<file path="config.mk">
export PLATFORM = sky130hd
export DESIGN_NAME = slave_port_v3
export DESIGN_NICKNAME = d
export VERILOG_FILES = /design/src/rtl/bus_pkg.sv /design/src/rtl/serial_shift_reg.sv /design/src/rtl/slave_port_v3.sv
export SDC_FILE = /design/constraint.sdc
export NUM_CORES = 1
export LEC_CHECK = 0
export CORE_UTILIZATION = 45
export CTS_BUF_LIST = sky130_fd_sc_hd__clkbuf_16
export DETAILED_ROUTE_END_ITERATION = 6
export HOLD_SLACK_MARGIN = 0.08
export PLACE_DENSITY = 0.7
export SLEW_MARGIN = 0
export SYNTH_ARGS = -nofsm -noshare
export SYNTH_HDL_FRONTEND = slang
export SYNTH_SLANG_ARGS = --single-unit
export TNS_END_PERCENT = 1
</file>
<file path="constraint.sdc">
create_clock -name clk -period 2.7 [get_ports clk]
set_clock_uncertainty 0.1 [all_clocks]
set_input_delay 0.54 -clock clk [delete_from_list [all_inputs] [get_ports clk]]
set_output_delay 0.54 -clock clk [all_outputs]
set_load 0.05 [all_outputs]
</file>
<file path="src/rtl/bus_pkg.sv">
// Shared types for the serial slave port: FSM state encoding, mode values
// and a small elaboration-time helper.
package bus_pkg;

  typedef enum logic [2:0] {
    IDLE,
    ADDR_IN,
    DATA_IN,
    WRITE,
    WAIT,
    SPLIT,
    SEND
  } state_t;

  localparam logic MODE_READ  = 1'b0;
  localparam logic MODE_WRITE = 1'b1;

  function automatic int max3(input int a, input int b, input int c);
    int m;
    m = (a > b) ? a : b;
    return (m > c) ? m : c;
  endfunction

endpackage

</file>
<file path="src/rtl/serial_shift_reg.sv">
// MSB-first serial shift register with synchronous clear and parallel load;
// used for address capture, write-data capture and read-data serialisation.
module serial_shift_reg #(
  parameter int WIDTH = 8
) (
  input  logic             clk,
  input  logic             clr,
  input  logic             load,
  input  logic [WIDTH-1:0] load_val,
  input  logic             en,
  input  logic             sin,
  output logic [WIDTH-1:0] q,
  output logic             sout
);

  // Pure datapath storage: no reset, the controlling FSM qualifies every use.
  always_ff @(posedge clk) begin
    if (clr) begin
      q <= '0;
    end else if (load) begin
      q <= load_val;
    end else if (en) begin
      q <= WIDTH'({q, sin});
    end
  end

  assign sout = q[WIDTH-1];

endmodule

</file>
<file path="src/rtl/slave_port_v3.sv">
// Serial bus slave with local memory: shifts in address/data MSB first,
// supports delayed reads with optional split release of the bus.
module slave_port_v3
  import bus_pkg::*;
#(
  parameter int ADDR_WIDTH   = 16,
  parameter int DATA_WIDTH   = 8,
  parameter int MEM_DEPTH    = 64,
  parameter int BASE_ADDR    = 0,
  parameter int READ_LATENCY = 4,
  parameter int SPLIT_EN     = 0
) (
  input  logic clk,
  input  logic rstn,
  input  logic mode,
  input  logic wr_bus,
  input  logic master_valid,
  input  logic master_ready,
  input  logic split_grant,
  output logic rd_bus,
  output logic slave_ready,
  output logic slave_valid,
  output logic split,
  output logic addr_err
);

  localparam int CNT_W = $clog2(max3(ADDR_WIDTH, DATA_WIDTH, READ_LATENCY) + 1);
  localparam int IDX_W = (MEM_DEPTH > 1) ? $clog2(MEM_DEPTH) : 1;
  localparam logic [CNT_W-1:0]      ADDR_LAST = CNT_W'(ADDR_WIDTH - 1);
  localparam logic [CNT_W-1:0]      DATA_LAST = CNT_W'(DATA_WIDTH - 1);
  localparam logic [CNT_W-1:0]      LAT_LAST  = CNT_W'(READ_LATENCY - 1);
  localparam logic [ADDR_WIDTH-1:0] BASE      = ADDR_WIDTH'(BASE_ADDR);
  localparam logic [ADDR_WIDTH:0]   DEPTH     = (ADDR_WIDTH + 1)'(MEM_DEPTH);

  // One extra bit keeps the borrow, so addresses below BASE land far above DEPTH.
  function automatic logic in_range(input logic [ADDR_WIDTH-1:0] a);
    return (({1'b0, a} - {1'b0, BASE}) < DEPTH);
  endfunction

  function automatic logic [IDX_W-1:0] mem_idx(input logic [ADDR_WIDTH-1:0] a);
    return IDX_W'(a - BASE);
  endfunction

  state_t                  state, state_n;
  logic [CNT_W-1:0]        cnt;
  logic                    mode_q;
  logic                    addr_err_q;
  logic [ADDR_WIDTH-1:0]   addr_q;
  logic [DATA_WIDTH-1:0]   data_q;
  logic [DATA_WIDTH-1:0]   rd_word;
  logic [DATA_WIDTH-1:0]   mem [MEM_DEPTH];
  logic [ADDR_WIDTH-1:0]   addr_full;
  logic                    addr_en, data_en, addr_last, data_last;
  logic                    send_acc, send_last, lat_done, capture, mode_eff;
  logic                    out_msb;
  logic                    unused_addr_msb, unused_data_msb;
  logic [DATA_WIDTH-1:0]   unused_out_q;

  assign addr_en   = master_valid && (state == ADDR_IN);
  assign data_en   = master_valid && (state == DATA_IN);
  assign addr_last = addr_en && (cnt == ADDR_LAST);
  assign data_last = data_en && (cnt == DATA_LAST);
  assign send_acc  = master_ready && (state == SEND);
  assign send_last = send_acc && (cnt == DATA_LAST);
  assign lat_done  = (cnt >= LAT_LAST);
  assign mode_eff  = (cnt == '0) ? mode : mode_q;
  assign addr_full = ADDR_WIDTH'({addr_q, wr_bus});
  assign capture   = ((state == WAIT) || (state == SPLIT)) && (state_n == SEND);
  assign rd_word   = in_range(addr_q) ? mem[mem_idx(addr_q)] : '0;

  serial_shift_reg #(.WIDTH(ADDR_WIDTH)) u_addr_sr (
    .clk(clk), .clr(state == IDLE), .load(1'b0), .load_val('0),
    .en(addr_en), .sin(wr_bus), .q(addr_q), .sout(unused_addr_msb)
  );

  serial_shift_reg #(.WIDTH(DATA_WIDTH)) u_data_sr (
    .clk(clk), .clr(state == IDLE), .load(1'b0), .load_val('0),
    .en(data_en), .sin(wr_bus), .q(data_q), .sout(unused_data_msb)
  );

  serial_shift_reg #(.WIDTH(DATA_WIDTH)) u_out_sr (
    .clk(clk), .clr(1'b0), .load(capture), .load_val(rd_word),
    .en(send_acc), .sin(1'b0), .q(unused_out_q), .sout(out_msb)
  );

  always_comb begin
    state_n = state;
    case (state)
      IDLE:    if (master_valid) state_n = ADDR_IN;
      ADDR_IN: begin
        if (!master_valid)            state_n = IDLE;
        else if (cnt == ADDR_LAST)    state_n = (mode_eff == MODE_WRITE) ? DATA_IN : WAIT;
      end
      DATA_IN: begin
        if (!master_valid)            state_n = IDLE;
        else if (cnt == DATA_LAST)    state_n = WRITE;
      end
      WRITE:   state_n = IDLE;
      WAIT: begin
        if (SPLIT_EN != 0)            state_n = SPLIT;
        else if (cnt == LAT_LAST)     state_n = SEND;
      end
      SPLIT:   if (lat_done && split_grant) state_n = SEND;
      SEND:    if (send_last) state_n = IDLE;
      default: state_n = IDLE;
    endcase
  end

  always_ff @(posedge clk or negedge rstn) begin
    if (!rstn) begin
      state      <= IDLE;
      cnt        <= '0;
      mode_q     <= MODE_READ;
      addr_err_q <= 1'b0;
    end else begin
      state      <= state_n;
      addr_err_q <= addr_last && !in_range(addr_full);
      case (state)
        ADDR_IN: if (addr_en) begin
          if (cnt == '0) mode_q <= mode;
          cnt <= addr_last ? '0 : cnt + 1'b1;
        end
        DATA_IN: if (data_en) cnt <= data_last ? '0 : cnt + 1'b1;
        WAIT:    cnt <= (state_n == SEND) ? '0 : cnt + 1'b1;
        // Saturate once latency is met so a late grant never overflows the count.
        SPLIT: begin
          if (state_n == SEND) cnt <= '0;
          else if (!lat_done)  cnt <= cnt + 1'b1;
        end
        SEND:    if (send_acc) cnt <= send_last ? '0 : cnt + 1'b1;
        default: cnt <= '0;
      endcase
    end
  end

  always_ff @(posedge clk) begin
    if ((state == WRITE) && in_range(addr_q)) begin
      mem[mem_idx(addr_q)] <= data_q;
    end
  end

  assign slave_ready = (state == ADDR_IN) || (state == DATA_IN);
  assign slave_valid = (state == SEND);
  assign split       = (state == SPLIT);
  assign addr_err    = addr_err_q;
  assign rd_bus      = (state == SEND) && out_msb;

endmodule
</file>
# --- Word level (Yosys, flattened, before mapping) ---
# Memory sizes are Yosys's and may differ from the RTL's. A register that Yosys moved wholly into a read port is not among the register bits.
# Index checks and enable logic that the tools add are counted.
word_totals:
  ram_bits: 512
  n_memories: 1
  regBits: 42
  out_inout_bits: 5
  inputBits: 7
  wordCells: 73
classes:
  n_reduce_logical: 19
  mux: 28
  addsub: 1
  order_cmp: 3
  n_eq_ne: 14
mem_list:
  columns: ["memory", "words", "width", "read_ports", "rd_clocked_by_memory_dff", "wr", "line_no", "text"]
  rows:
  - ["mem", 64, 8, 1, 1, 1, "slave_port_v3.sv:51", "logic [DATA_WIDTH-1:0] mem [MEM_DEPTH];"]
op_table:
  columns: ["cell", "count"]
  rows:
  - ["$mux 5", 9]
  - ["$lt 16x7->1 const B", 2]
  - ["$mux 3", 9]
  - ["$pmux 5 s5", 1]
  - ["$mux 8", 3]
  - ["$pmux 3 s6", 1]
  - ["$eq 3x3->1 const B", 4]
  - ["$mux 6", 2]
  - ["$logic_and 1x1->1", 11]
  - ["$eq 3x2->1 const B", 2]
  - ["$add 5x1->5 const B", 1]
  - ["$eq 5x2->1 const B", 1]
  - ["$eq 5x3->1 const B", 1]
  - ["$eq 5x4->1 const B", 1]
  - ["$ge 5x2->1 const B", 1]
  - ["$logic_not 5->1", 1]
  - ["$ne 2x2->1 const B", 2]
  - ["$reduce_and 4->1", 1]
  - ["$eq 3x1->1 const B", 1]
  - ["$logic_not 3->1", 1]
  - ["$mux 1", 3]
  - ["$ne 3x2->1 const B", 1]
  - ["$logic_or 1x1->1", 2]
  - ["$ne 2x1->1 const B", 1]
  - ["other kinds (3)", 3]

# --- Logic depth before layout (Yosys ltp) ---
logic_depth:
  word_depth: 9
  ltp_mapped: 9

# --- Modules after synthesis ---
# From an unflattened synthesis, not the netlist that was laid out.
unflattened:
  cells_unflattened: 1255
  hier_area_um2: 21026.4
modules_own_cells:
  columns: ["mod", "instances", "area_each_um2", "seq_area_each_um2", "cells_per_inst"]
  rows:
  - ["slave_port_v3", 1, 19459.9, 15625.0, 1111]
  - ["serial_shift_reg at u_addr_sr", 1, 813.3, 320.3, 72]
  - ["serial_shift_reg at u_data_sr ...", 2, 376.6, 160.2, 36]

# --- Least setup slack after synthesis ---
# OpenSTA, ideal clock, no wires.
synth_timing:
  path_type: "register to register"
  startpoint: "register (tool-made name)"
  endpoint: "register u_out_sr.q[6] (data pin)"
  stages_incl_launch_ff: 9
  period_less_slack_ns: 2.515
  required_time_ns: 2.335
  path_buffers: 3
  arrival_time_ns: 2.150
  path_slack_ns: 0.185
  path_cell_list: "dfxtp_1 > buf_4 > buf_2 > buf_2 > mux4_2 > a22oi_1 > a21oi_1 > nor4_1 > o21ai_0"
synth_rtl:
  columns: ["element", "line_no", "text"]
  rows:
  - ["to (signal assigned)", "serial_shift_reg.sv:21", "q <= load_val;"]
  - ["to (signal assigned)", "serial_shift_reg.sv:23", "q <= WIDTH'({q, sin});"]
  - ["to (decl)", "serial_shift_reg.sv:12", "output logic [WIDTH-1:0] q,"]

==> impl.org <==
** Worst setup path
- Measured in cells, the most critical reg-to-reg path has a length of 6.
- Across all register-to-register paths, the minimum setup slack is roughly 0.12 ns.
- STA puts the critical path data arrival time at 2.82 ns.
- CP Cell Sequence :: buf_12, mux4_2, a22oi_1, a21oi_1, nor4_1, o21ai_0
- The worst register-to-register path ends at u_out_sr.q[4].
- Data on the critical path is required at its endpoint by around 3 ns.
- Crit. End Element :: register
- STA classifies the critical path startpoint as a register.
- On the worst path, the slowest cell contributes a delay of roughly 0.55 ns.
- In this run the worst path has a maximum fanout of 30.
- Critical-path cell with the highest stage delay :: mux4_2
- WS Path Type :: register to register

** Clock tree
- At the later pin of the worst-skew pair, clock insertion delay measures 0.59 ns.
- Counting every sink on the clock net gives 560.
- Clock-pin slew on the worst setup and hold paths :: approximately 0.06 ns
- Maximum clock path buffer count :: 3
- In this run the clock root is driven by a clkbuf_16.
- # H-tree levels :: 2
- TritonCTS built the clock tree.
- Number of buffers inserted by hold repair at cts :: 0
- TritonCTS created 54 clock buffers.

** Global route
- Maximum number of pins on one net before global-route repair :: 67
- First-pass GRT wire length :: slightly above 70000 um
- GRT overflow :: 0
- Initial antenna violation count :: 0
- Number of global-route vias before repair :: approximately 11k
- For this run, the total global-route usage over all layers was measured as about a fifth.

** STA
- Setup ws final :: around 0.12 ns
- The final max-slew violation count is 0.
- Setup repair after global routing could not meet its margin everywhere.
- Headroom to the max-slew limit came out at between 50% and 60%.
- Timing would allow up to between 300 and 400 MHz.
- The hold violation total from the final report is 0.
- Setup violations remaining at the end of the flow were counted as 0.
- The worst path uses between 90% and 100% of the clock period.
- For the pin with the worst max-slew slack, the measured transition is about 0.74 ns.
- The worst path in the final design needs a cycle of approximately 2.6 ns, including I/O delays and setup.

** Pwr
- Power per standard cell area :: 766 mW/mm2
- In this run switching power makes up 23.2% of total power.
- Of the total power, the clock network draws a little under two fifths.
- Switching component of the power :: between 4 and 5 mW
- Worst vdd rail ir drop :: roughly 0.45 mV
- Pint :: ~15 mW
- Leakage power summed over all cells :: roughly 8.2 nW
- Of the total power, combinational logic draws 12.6%.
- In this run, flip-flops and latches consume 49.2% of the power.

** Final layout
- The finished cells cover between 0.02 and 0.03 mm2.
- Total Nets Final :: roughly 1.3k
- Area added between synthesis and finish :: 17.3%
- Cells with a size suffix above 1 make up approximately 30% of the layout.
- The repair_antennas step left the layout with diodes totalling 0.
- Fill cells in the final layout number 3512.
- The finished layout holds about 1.9k standard cells, fillers aside.

** Yosys
- The synthesized netlist contains just under 50 unique library cells.
- After synthesis, the most frequently instantiated cells are edfxtp_1 (520), mux4_2 (132), nor2_1 (79).
- Prevailing post-synth register cell :: edfxtp_1
- Counting flops with a built-in enable in the synthesized netlist gives 520.
- Summing the sequential cell areas from Yosys gives about three quarters of the chip area.
- Among all cell types in the netlist, the one instantiated most often is edfxtp_1.
- By area the synthesized netlist is led by edfxtp_1 (72%), mux4_2 (14%), dfxtp_1 (2.8%).
- Area of the mapped netlist :: roughly 0.022 mm2
- Yosys warnings :: 0
- Proportion of netlist area held by the largest area contributor :: between 70% and 80%
- The number of nets in the synthesized netlist is between 1k and 1.5k.
- Post-synthesis cell type with the largest combined area :: edfxtp_1
- Share of async-settable or async-resettable flops after synthesis :: 1.79%
- Synthesis produced between 1k and 1.5k cells.
- Averaged over all synthesized cells, the footprint is ~20 um2.
- After synthesis the netlist holds a flip-flop and latch count of 560.

** Detailed routing
- Routed via count :: 11.0k
- Number of remaining DRC errors :: 0
- DRC marker count from the first detailed-route iteration :: between 900 and 1k
- Routed via count divided by cell count :: slightly below 6
- DR WL/cell :: around 24 um
- Initial DRT Pass Iterations :: 6
- Antenna-violating nets left :: 0
- Routed WL :: 46300 um

** Floorplan
- From left edge to right edge, the die measures ~220 um.
- In this run the count of I/O pins placed on the die edge is 12.
- Area of the die :: 0.0489 mm2
- The floorplan step defined a core boundary enclosing approximately 0.047 mm2.
- Die span in y :: approximately 220 um
- Floorplan row count :: between 70 and 80
- The initial utilization of the core area, before any placement, comes to about 46%.

** Placement
- In this run the cell area measured after placement is approximately 0.024 mm2.
- Pre-CTS WS :: -0.124 ns
- Total placed cells including tap cells :: between 1.5k and 2k
- The wire-length estimate of the detail-placed layout is between 20000 and 30000 um.
- Port buffering added 11 buffers.
- The congestion estimate from routability-driven global placement came to about 0.87.

** Status
- The run finished with clean final reports.

** Flow run
- # Max-Cap Violations :: 0

** Hold path
- Class of the most critical hold timing path :: input pin to async pin
[metrics by stage]
| step | util (%) | hold WS, ns | power, mW | TNS [ns] |
|---|---|---|---|---|
| after floorplan | - | 0.144 | 11.4 | 0 |
| after global placement | 50.1 | 0.339 | 12.1 | -0.0893 |
| after detailed placement | 50.1 | 0.351 | 12.2 | -0.558 |
| after CTS | 53.9 | 0.159 | 19.5 | 0 |
| after global routing | 54.0 | 0.193 | 20.0 | 0 |
| final | 54.0 | 0.171 | 19.4 | 0 |
[final cells by class]
| class | count | area, um2 | area share [%] |
|---|---|---|---|
| multi-input cells | 482 | 4940 | 19.5 |
| repair buffers | 151 | 1370 | 5.40 |
| clock buffers | 57 | 1430 | 5.63 |
| clock inverters | 45 | 333 | 1.31 |
| flip-flops and latches | 560 | 16500 | 65.0 |
| inverters | 9 | 33.8 | 0.133 |
| well taps | 607 | 759 | 3.00 |
[per-layer routing]
layer / track usage [%] / vias up / share of wire (%)
met5: 0 / - / 0
met4: 5.80 / 0 / 2.1
met3: 3.82 / 73 / 7.6
met2: 31.4 / 405 / 50
met1: 26.8 / 5724 / 41
li1: - / 4825 / -
[what timing repair did]
| item | 4_1_cts | 5_1_grt |
|---|---|---|
| setup buffers | 0 | 1 |
| setup endpoints to repair | 0 | 8 |
| resized for setup | 0 | 11 |
[registers in the layout, summed over array words and instances (netlist names), named ones only]
| name | cells |
|---|---|
| addr_err | 1 |
| cnt | 5 |
| mem | 512 |
| mode_q | 1 |
| state | 3 |
| u_addr_sr.q | 16 |
| u_data_sr.q | 8 |
| u_out_sr.q | 8 |
[worst max-delay path by stage]
stage / slack, ns / cells after the start / start / endpoint
global placement: -0.06 / 8 / master_valid / cnt[3]
CTS: 0.0001 / 10 / cnt[0] / cnt[3]
floorplan: 0.19 / 8 / register / u_out_sr.q[6]
finish: 0.12 / 6 / register / u_out_sr.q[4]
detailed placement: -0.12 / 8 / master_valid / cnt[3]
global route: 0.007 / 10 / cnt[0] / u_out_sr.q[1]
[placed cells by master, fill, tap and decap left out, types with 3 or more instances in the layout]
master,count
buf_12,17
a22oi_1,53
o21ai_0,14
nor2_1,78
a22oi_2,3
nand2_1,70
dfxtp_1,20
clkdlybuf4s50_1,7
edfxtp_1,520
clkinv_1,13
nor3_1,3
dfrtp_1,9
a21oi_1,54
clkbuf_16,57
nand3_1,8
nand3b_1,6
nor4_1,8
nor2b_1,7
clkinv_2,10
nor2b_2,3
inv_1,22
mux4_2,132
buf_4,126
dfxtp_2,8
bufinv_16,5
[logic make-up (layout without fill, tap and decap cells)]
| group | Yosys count | count (layout) | synth area share, % |
|---|---|---|---|
| flip-flops | 560 | 560 | 76.2 |
| AND/OR/NAND/NOR | 205 | 205 | 4.33 |
| AO/OA/AOI/OAI | 139 | 139 | 4.12 |
| multiplexers | 134 | 134 | 13.8 |
| buffers and inverters | 67 | 262 | 1.29 |
| adder cells (fa/ha/maj) | 3 | 3 | 0.174 |
| XOR/XNOR | 1 | 1 | 0.0405 |
[power by group through the flow]
stage / sequential [mW] / clock (mW) / combinational, mW
detailed placement: 9.74 / 0 / 2.42
CTS: 9.55 / 7.55 / 2.43
floorplan: 9.65 / 0 / 1.71
finish: 9.56 / 7.42 / 2.44
global route: 9.57 / 7.86 / 2.62
global placement: 9.73 / 0 / 2.39
[critical path, delay by kind of cell, from the launching register on]
kind | cells | cell delay [ns]
AO/OA/AOI/OAI | 3 | 0.72
buffers and inverters | 1 | 0.26
flip-flops | 1 | 0.40
multiplexers | 1 | 0.55
AND/OR/NAND/NOR | 1 | 0.26
Note: power is estimated with default switching activity, not from simulation.
